File: src/rtl/uart_rx_if.sv
`default_nettype none
// ============================================================================
//  Module      : uart_rx_if
//  Description : Serial line and received-byte signals of the UART receiver.
//                master = receiver side, slave = line driver / byte consumer.
//  Revision    : 1.0 - initial release
// ============================================================================
interface uart_rx_if;
    logic       rxd;
    logic [7:0] rx_data;
    logic       rx_valid;
    logic       frame_err;
    logic       parity_err;
    logic       rx_busy;

    modport master (
        input  rxd,
        output rx_data,
        output rx_valid,
        output frame_err,
        output parity_err,
        output rx_busy
    );

    modport slave (
        output rxd,
        input  rx_data,
        input  rx_valid,
        input  frame_err,
        input  parity_err,
        input  rx_busy
    );
endinterface
`default_nettype wire

File: src/rtl/uart_rx.sv
`default_nettype none
// ============================================================================
//  Module      : uart_rx
//  Description : 8-bit UART receiver (1 start, 8 data LSB first, optional even
//                parity, 1 stop). Each bit is sampled once at its midpoint.
//                Optional parity bit enabled by defining UART_RX_PARITY_EN.
//  Revision    : 1.0 - initial release
// ============================================================================
module uart_rx #(
    parameter int CLK_FREQ = 50_000_000,
    parameter int BAUD     = 115200
) (
    input  wire         sys_clk,
    input  wire         rst,
    uart_rx_if.master   bus
);

    localparam int CLKS_PER_BIT = CLK_FREQ / BAUD;
    localparam int HALF_BIT     = CLKS_PER_BIT / 2;
    localparam int CNT_W        = $clog2(CLKS_PER_BIT);

    localparam logic [CNT_W-1:0] c_HALF_M1 = CNT_W'(HALF_BIT - 1);
    localparam logic [CNT_W-1:0] c_BIT_M1  = CNT_W'(CLKS_PER_BIT - 1);

    typedef enum logic [2:0] {
        IDLE   = 3'd0,
        START  = 3'd1,
        DATA   = 3'd2,
        PARITY = 3'd3,
        STOP   = 3'd4,
        BRK    = 3'd5
    } state_t;

    state_t           r_state;
    logic [CNT_W-1:0] r_cnt;
    logic [2:0]       r_bit_idx;
    logic [7:0]       r_shift;
    logic [7:0]       r_rx_data;
    logic             r_rx_valid;
    logic             r_frame_err;
    logic             r_rx_busy;
    logic             r_rxd_s1;
    logic             r_rxd_s;
`ifdef UART_RX_PARITY_EN
    logic             r_par_bad;
    logic             r_parity_err;
`endif

    // Two-flop synchronizer for the asynchronous line; idle level is high
    always_ff @(posedge sys_clk or posedge rst) begin
        if (rst) begin
            r_rxd_s1 <= 1'b1;
            r_rxd_s  <= 1'b1;
        end else begin
            r_rxd_s1 <= bus.rxd;
            r_rxd_s  <= r_rxd_s1;
        end
    end

    // Frame FSM with bit-period counter and registered outputs
    always_ff @(posedge sys_clk or posedge rst) begin
        if (rst) begin
            r_state      <= IDLE;
            r_cnt        <= '0;
            r_bit_idx    <= 3'd0;
            r_shift      <= 8'h00;
            r_rx_data    <= 8'h00;
            r_rx_valid   <= 1'b0;
            r_frame_err  <= 1'b0;
            r_rx_busy    <= 1'b0;
`ifdef UART_RX_PARITY_EN
            r_par_bad    <= 1'b0;
            r_parity_err <= 1'b0;
`endif
        end else begin
            // Pulses default low so each lasts exactly one cycle
            r_rx_valid   <= 1'b0;
            r_frame_err  <= 1'b0;
`ifdef UART_RX_PARITY_EN
            r_parity_err <= 1'b0;
`endif
            case (r_state)
                IDLE: begin
                    r_cnt <= '0;
                    if (!r_rxd_s) begin
                        r_state   <= START;
                        r_rx_busy <= 1'b1;
                    end
                end

                START: begin
                    if (r_cnt == c_HALF_M1) begin
                        r_cnt <= '0;
                        if (!r_rxd_s) begin
                            r_state   <= DATA;
                            r_bit_idx <= 3'd0;
`ifdef UART_RX_PARITY_EN
                            r_par_bad <= 1'b0;
`endif
                        end else begin
                            // Line went back high: glitch, not a start bit
                            r_state   <= IDLE;
                            r_rx_busy <= 1'b0;
                        end
                    end else begin
                        r_cnt <= r_cnt + 1'b1;
                    end
                end

                DATA: begin
                    if (r_cnt == c_BIT_M1) begin
                        r_cnt              <= '0;
                        r_shift[r_bit_idx] <= r_rxd_s;
                        r_bit_idx          <= r_bit_idx + 3'd1;
                        if (r_bit_idx == 3'd7) begin
`ifdef UART_RX_PARITY_EN
                            r_state <= PARITY;
`else
                            r_state <= STOP;
`endif
                        end
                    end else begin
                        r_cnt <= r_cnt + 1'b1;
                    end
                end

`ifdef UART_RX_PARITY_EN
                PARITY: begin
                    if (r_cnt == c_BIT_M1) begin
                        r_cnt     <= '0;
                        r_par_bad <= (^r_shift) ^ r_rxd_s;
                        r_state   <= STOP;
                    end else begin
                        r_cnt <= r_cnt + 1'b1;
                    end
                end
`endif

                STOP: begin
                    if (r_cnt == c_BIT_M1) begin
                        r_cnt     <= '0;
                        r_rx_data <= r_shift;
                        if (r_rxd_s) begin
                            r_state   <= IDLE;
                            r_rx_busy <= 1'b0;
`ifdef UART_RX_PARITY_EN
                            if (r_par_bad)
                                r_parity_err <= 1'b1;
                            else
                                r_rx_valid   <= 1'b1;
`else
                            r_rx_valid <= 1'b1;
`endif
                        end else begin
                            // Framing error wins over any parity result
                            r_frame_err <= 1'b1;
                            r_state     <= BRK;
                        end
                    end else begin
                        r_cnt <= r_cnt + 1'b1;
                    end
                end

                BRK: begin
                    // Hold here until the line is released so a break is not
                    // decoded as a stream of zero frames
                    r_cnt <= '0;
                    if (r_rxd_s) begin
                        r_state   <= IDLE;
                        r_rx_busy <= 1'b0;
                    end
                end

                default: begin
                    r_state   <= IDLE;
                    r_cnt     <= '0;
                    r_rx_busy <= 1'b0;
                end
            endcase
        end
    end

    assign bus.rx_data   = r_rx_data;
    assign bus.rx_valid  = r_rx_valid;
    assign bus.frame_err = r_frame_err;
    assign bus.rx_busy   = r_rx_busy;
`ifdef UART_RX_PARITY_EN
    assign bus.parity_err = r_parity_err;
`else
    assign bus.parity_err = 1'b0;
`endif

endmodule
`default_nettype wire

File: src/flat_wrapper.sv
// flat-port wrapper written by rule: the top's interface ports become plain ports
module uart_rx_flat 
#(
    parameter int CLK_FREQ = 50_000_000,
    parameter int BAUD     = 115200
)
  (sys_clk, rst, bus_rxd, bus_rx_data, bus_rx_valid, bus_frame_err, bus_parity_err, bus_rx_busy);
  uart_rx_if bus_i ();
  input  wire sys_clk;
  input  wire rst;
  input wire logic [$bits(bus_i.rxd)-1:0] bus_rxd;
  output wire logic [$bits(bus_i.rx_data)-1:0] bus_rx_data;
  output wire logic [$bits(bus_i.rx_valid)-1:0] bus_rx_valid;
  output wire logic [$bits(bus_i.frame_err)-1:0] bus_frame_err;
  output wire logic [$bits(bus_i.parity_err)-1:0] bus_parity_err;
  output wire logic [$bits(bus_i.rx_busy)-1:0] bus_rx_busy;
  assign bus_i.rxd = bus_rxd;
  assign bus_rx_data = bus_i.rx_data;
  assign bus_rx_valid = bus_i.rx_valid;
  assign bus_frame_err = bus_i.frame_err;
  assign bus_parity_err = bus_i.parity_err;
  assign bus_rx_busy = bus_i.rx_busy;
  uart_rx #(.CLK_FREQ(CLK_FREQ), .BAUD(BAUD)) u_core (.sys_clk(sys_clk), .rst(rst), .bus(bus_i));
endmodule
File: config.mk
export PLATFORM = sky130hd
export DESIGN_NAME = uart_rx_flat
export DESIGN_NICKNAME = d
export VERILOG_FILES = /design/src/rtl/uart_rx_if.sv /design/src/rtl/uart_rx.sv /design/src/flat_wrapper.sv
export SDC_FILE = /design/constraint.sdc
export NUM_CORES = 1
export LEC_CHECK = 0
export ABC_CLOCK_PERIOD_IN_PS = 3680
export CAP_MARGIN = 15
export CELL_PAD_IN_SITES_DETAIL_PLACEMENT = 0
export CELL_PAD_IN_SITES_GLOBAL_PLACEMENT = 1
export CORE_ASPECT_RATIO = 0.75
export CORE_UTILIZATION = 35
export DETAILED_ROUTE_END_ITERATION = 16
export HOLD_SLACK_MARGIN = 0.05
export PLACE_DENSITY_LB_ADDON = 0.12
export SYNTH_ARGS = -nofsm -noshare
export SYNTH_HDL_FRONTEND = slang
export SYNTH_SLANG_ARGS = --single-unit
File: constraint.sdc
create_clock -name sys_clk -period 3.68 [get_ports sys_clk]
set_input_delay 0.552 -clock sys_clk [delete_from_list [all_inputs] [get_ports sys_clk]]
set_output_delay 0.552 -clock sys_clk [all_outputs]
set_load 0.02 [all_outputs]
==> impl_results.md <==
* Outcome: finished, final reports clean
* Most frequent cells in the layout: dfrtp_1, nor2_1, mux2_2
* Avg Inst Size Synth at 11.85 µm²
* Main combinational cell family by area after synthesis: simple AND/OR/NAND/NOR gates
* Iter 0 DRT Violations at 58
* First-pass DRT Iterations at 4
* Ant. Diodes at 0
* Effective utilization at floorplan at 37.02%
* PostCTS Resize Cnt at 0
* Max Clock Skew at 6.090 ps
* Post-synth ARST share at 100.0%
* XOR/XNOR Fraction of Synth Area at 4.164%
* Reg2reg setup slack at 1630 ps
* Crit-path cells: inv_1, ha_1, and4b_1, nand4_1, nor4b_1, mux2_2
* Nets at 161
* CTS Sinks at 36
* Endpoint, Worst Hold: u_core.r_rxd_s
* Die width at 82.07 µm
* Syn Inst Count at 142
* Critical path fanouts, max at 5
* Peak supply drop at 0.0001981 V
* Vias at 1087
* # hold bufs at CTS at 0
* Post CTS Setup Buffer Count at 0
* DRC viols at 0
* Dpl hpwl at 2024 µm
* Worst rel slew slack at 60.79%
* Worst R2R Start: u_core.r_cnt[1]
* Period utilisation layout at 55.58%
* YS warnings at 0
* Number of antenna violations at the first check in global routing at 0
* Largest net degree at the start of global routing at 37
* CTS Root Cell: clkbuf_8
* Setup CP Type: reg -> reg
* IO buf count at 13
* Wirelength, routed at 2915 µm
* WP data required at 3840 ps
* Die ar. at 5092 µm²
* Worst Hold Path Cells at 0
* Post-synthesis mux area share at 11.38%
* Reg2reg end: u_core.r_shift[1]
* Maximum capacitance violations at 0
* Via density at 5.152
* Worst-margin pin slew at 582.7 ps
* Minimum clock period at 2045 ps
* Worst-Skew Late Latency at 280 ps
* Worst path slowest cell: dfrtp_1
* Setup crit end kind: flop
* Post-Syn Area at 1683 µm²
* Die Ht at 62.05 µm
* PwrDens at 401.5 nW/µm²
* Register Area at 903.4 µm²
* Distinct cells, synth at 43
* Hold Crit Class: reg -> reg
* Simple-gate share of the synthesized area at 16.80%
* Drt wl/cell at 13.82 µm
* Clock transition at the registers of the reported paths at 70 ps
* FILL cells at 421
* Leakage power at 0.9046 nW
* Delay-heaviest family, CP: simple AND/OR/NAND/NOR gates
* CP max stage delay at 420 ps
* First-pass GRT wire length at 4878 µm
* Post-synth EDFFs at 0
* CTS Buffer Depth at 2
* Share of cells above drive strength 1 at 21.43%
* IO Pins at 15
* RD Place Congestion at 0.8060
* Yosys top cell by area: dfrtp_1
* Most used DFF post-synth: dfrtp_1
* Synth Area in Adders at 3.717%
* FP Rows at 21
* Final Max Slew Viols at 0
* Startpoint Class: flop
* Most common cell after layout, fill and taps aside: dfrtp_1
* Setup_tns at 0 ps
* Core Footprint at 4546 µm²
* Seq/Total Area, Yosys at 53.68%
* Fmax at 488.9 MHz
* CP bufs+invs at 1
* H-tree levels at 2
* Area Growth Syn to Fin at 16.36%
* Yosys reg bits at 36
* Num CTS Buffers at 5
* Largest cells by area after synthesis: dfrtp_1, mux2_2, nor2_1
* Unrepaired setup endpoints after global routing: no
* Reg2reg path depth at 6
* Area of the multi-input gates at 704.4 µm²
* Post-synthesis compound-gate area fraction at 5.576%
* GRT Total Usage at 13.20%
* Vias in the first global route at 1014
* Post-DRT Antenna Nets at 0
* Yosys top cell area share at 50.56%
* CP Data Arrival Time at 2210 ps
* Grt total ovfl at 0
* CTS tree: done
* Design Power at 0.7861 mW
* Worst Hold Launch: u_core.r_rxd_s1
* Hold Vio Cnt, Final at 0
* Count of endpoints failing setup in the final report at 0
* Total nets after synthesis at 150
cells in the mapped netlist (2+ instances only):
library cell	instances
dfrtp_1	34
mux2_2	17
nor2_1	17
xor2_1	6
ha_1	5
nand2_1	5
inv_1	4
nand3_1	4
nand4_1	4
clkbuf_1	3
nand4b_1	3
a22o_1	2
a31oi_1	2
buf_2	2
buf_6	2
dfstp_2	2
nor4_1	2
nor4b_1	2
xnor2_1	2
power breakdown:
part	switching, mW	internal (mW)
Combinational	0.00954	0.00316
Sequential	0.00239	0.398
Clock	0.134	0.239
Total	0.146	0.640
worst register-to-register path, cell delays in order, from the launching register on:
cell and delay, ps:
dfrtp_1 420, inv_1 90, ha_1 140, and4b_1 310, nand4_1 200, nor4b_1 390, mux2_2 380
logic make-up (layout without fill, tap and decap cells):
group	after synthesis	after routing
multiplexers	17	17
flip-flops	36	36
buffers and inverters	14	26
other	1	1
AND/OR/NAND/NOR	49	49
adder cells (fa/ha/maj)	5	5
AO/OA/AOI/OAI	12	12
XOR/XNOR	8	8
registers in the layout, summed over array words and instances (netlist names), 3 cells and up:
register            flops
u_core.r_cnt            9
u_core.bus.rx_data      8
u_core.r_shift          8
u_core.r_bit_idx        3
u_core.r_state          3
worst max path at each step:
stage                          startpoint                end  slack, ps  cells past startpoint
final                     u_core.r_cnt[1]  u_core.r_shift[1]       1630                      6
after global routing      u_core.r_cnt[1]  u_core.r_shift[1]       1440                      6
after CTS                 u_core.r_cnt[1]  u_core.r_shift[1]       1610                      6
after detailed placement  u_core.r_cnt[1]  u_core.r_shift[1]       1600                      6
after global placement    u_core.r_cnt[1]  u_core.r_shift[1]       1670                      6
after floorplan           u_core.r_cnt[1]  u_core.r_shift[2]       1840                      7
through the flow:
| step | util [%] | std cells | instance area, µm² | hold WS, ps | setup slack [ps] |
|---|---|---|---|---|---|
| 2_1_floorplan | - | 142 | 1683 | 345.2 | 1841 |
| 5_1_grt | 43.08 | 211 | 1958 | 362.2 | 1440 |
| 4_1_cts | 43.08 | 211 | 1958 | 360.9 | 1606 |
| 6_report | 43.08 | 211 | 1958 | 359.8 | 1635 |
| 3_3_place_gp | 40.30 | 203 | 1832 | 348.6 | 1671 |
| 3_5_place_dp | 40.30 | 203 | 1832 | 347.3 | 1602 |
area by class of cell:
cell class	count	share of cell area, %
Clock buffer	7	4.920
Clock inverter	1	1.534
Inverter	4	0.7668
Multi-Input combinational cell	92	35.97
Sequential cell	36	46.13
Tap cell	57	3.642
Timing Repair Buffer	14	7.029
per-layer routing:
layer / vias to the layer above / global-route usage, % / wire length [µm]
li1: 522 / - / -
met1: 544 / 19.42 / 1644
met2: 19 / 18.30 / 1149
met3: 2 / 4.380 / 109
met4: 0 / 3.759 / 11
met5: - / 0 / 0
(Power assumes the default switching activity.)
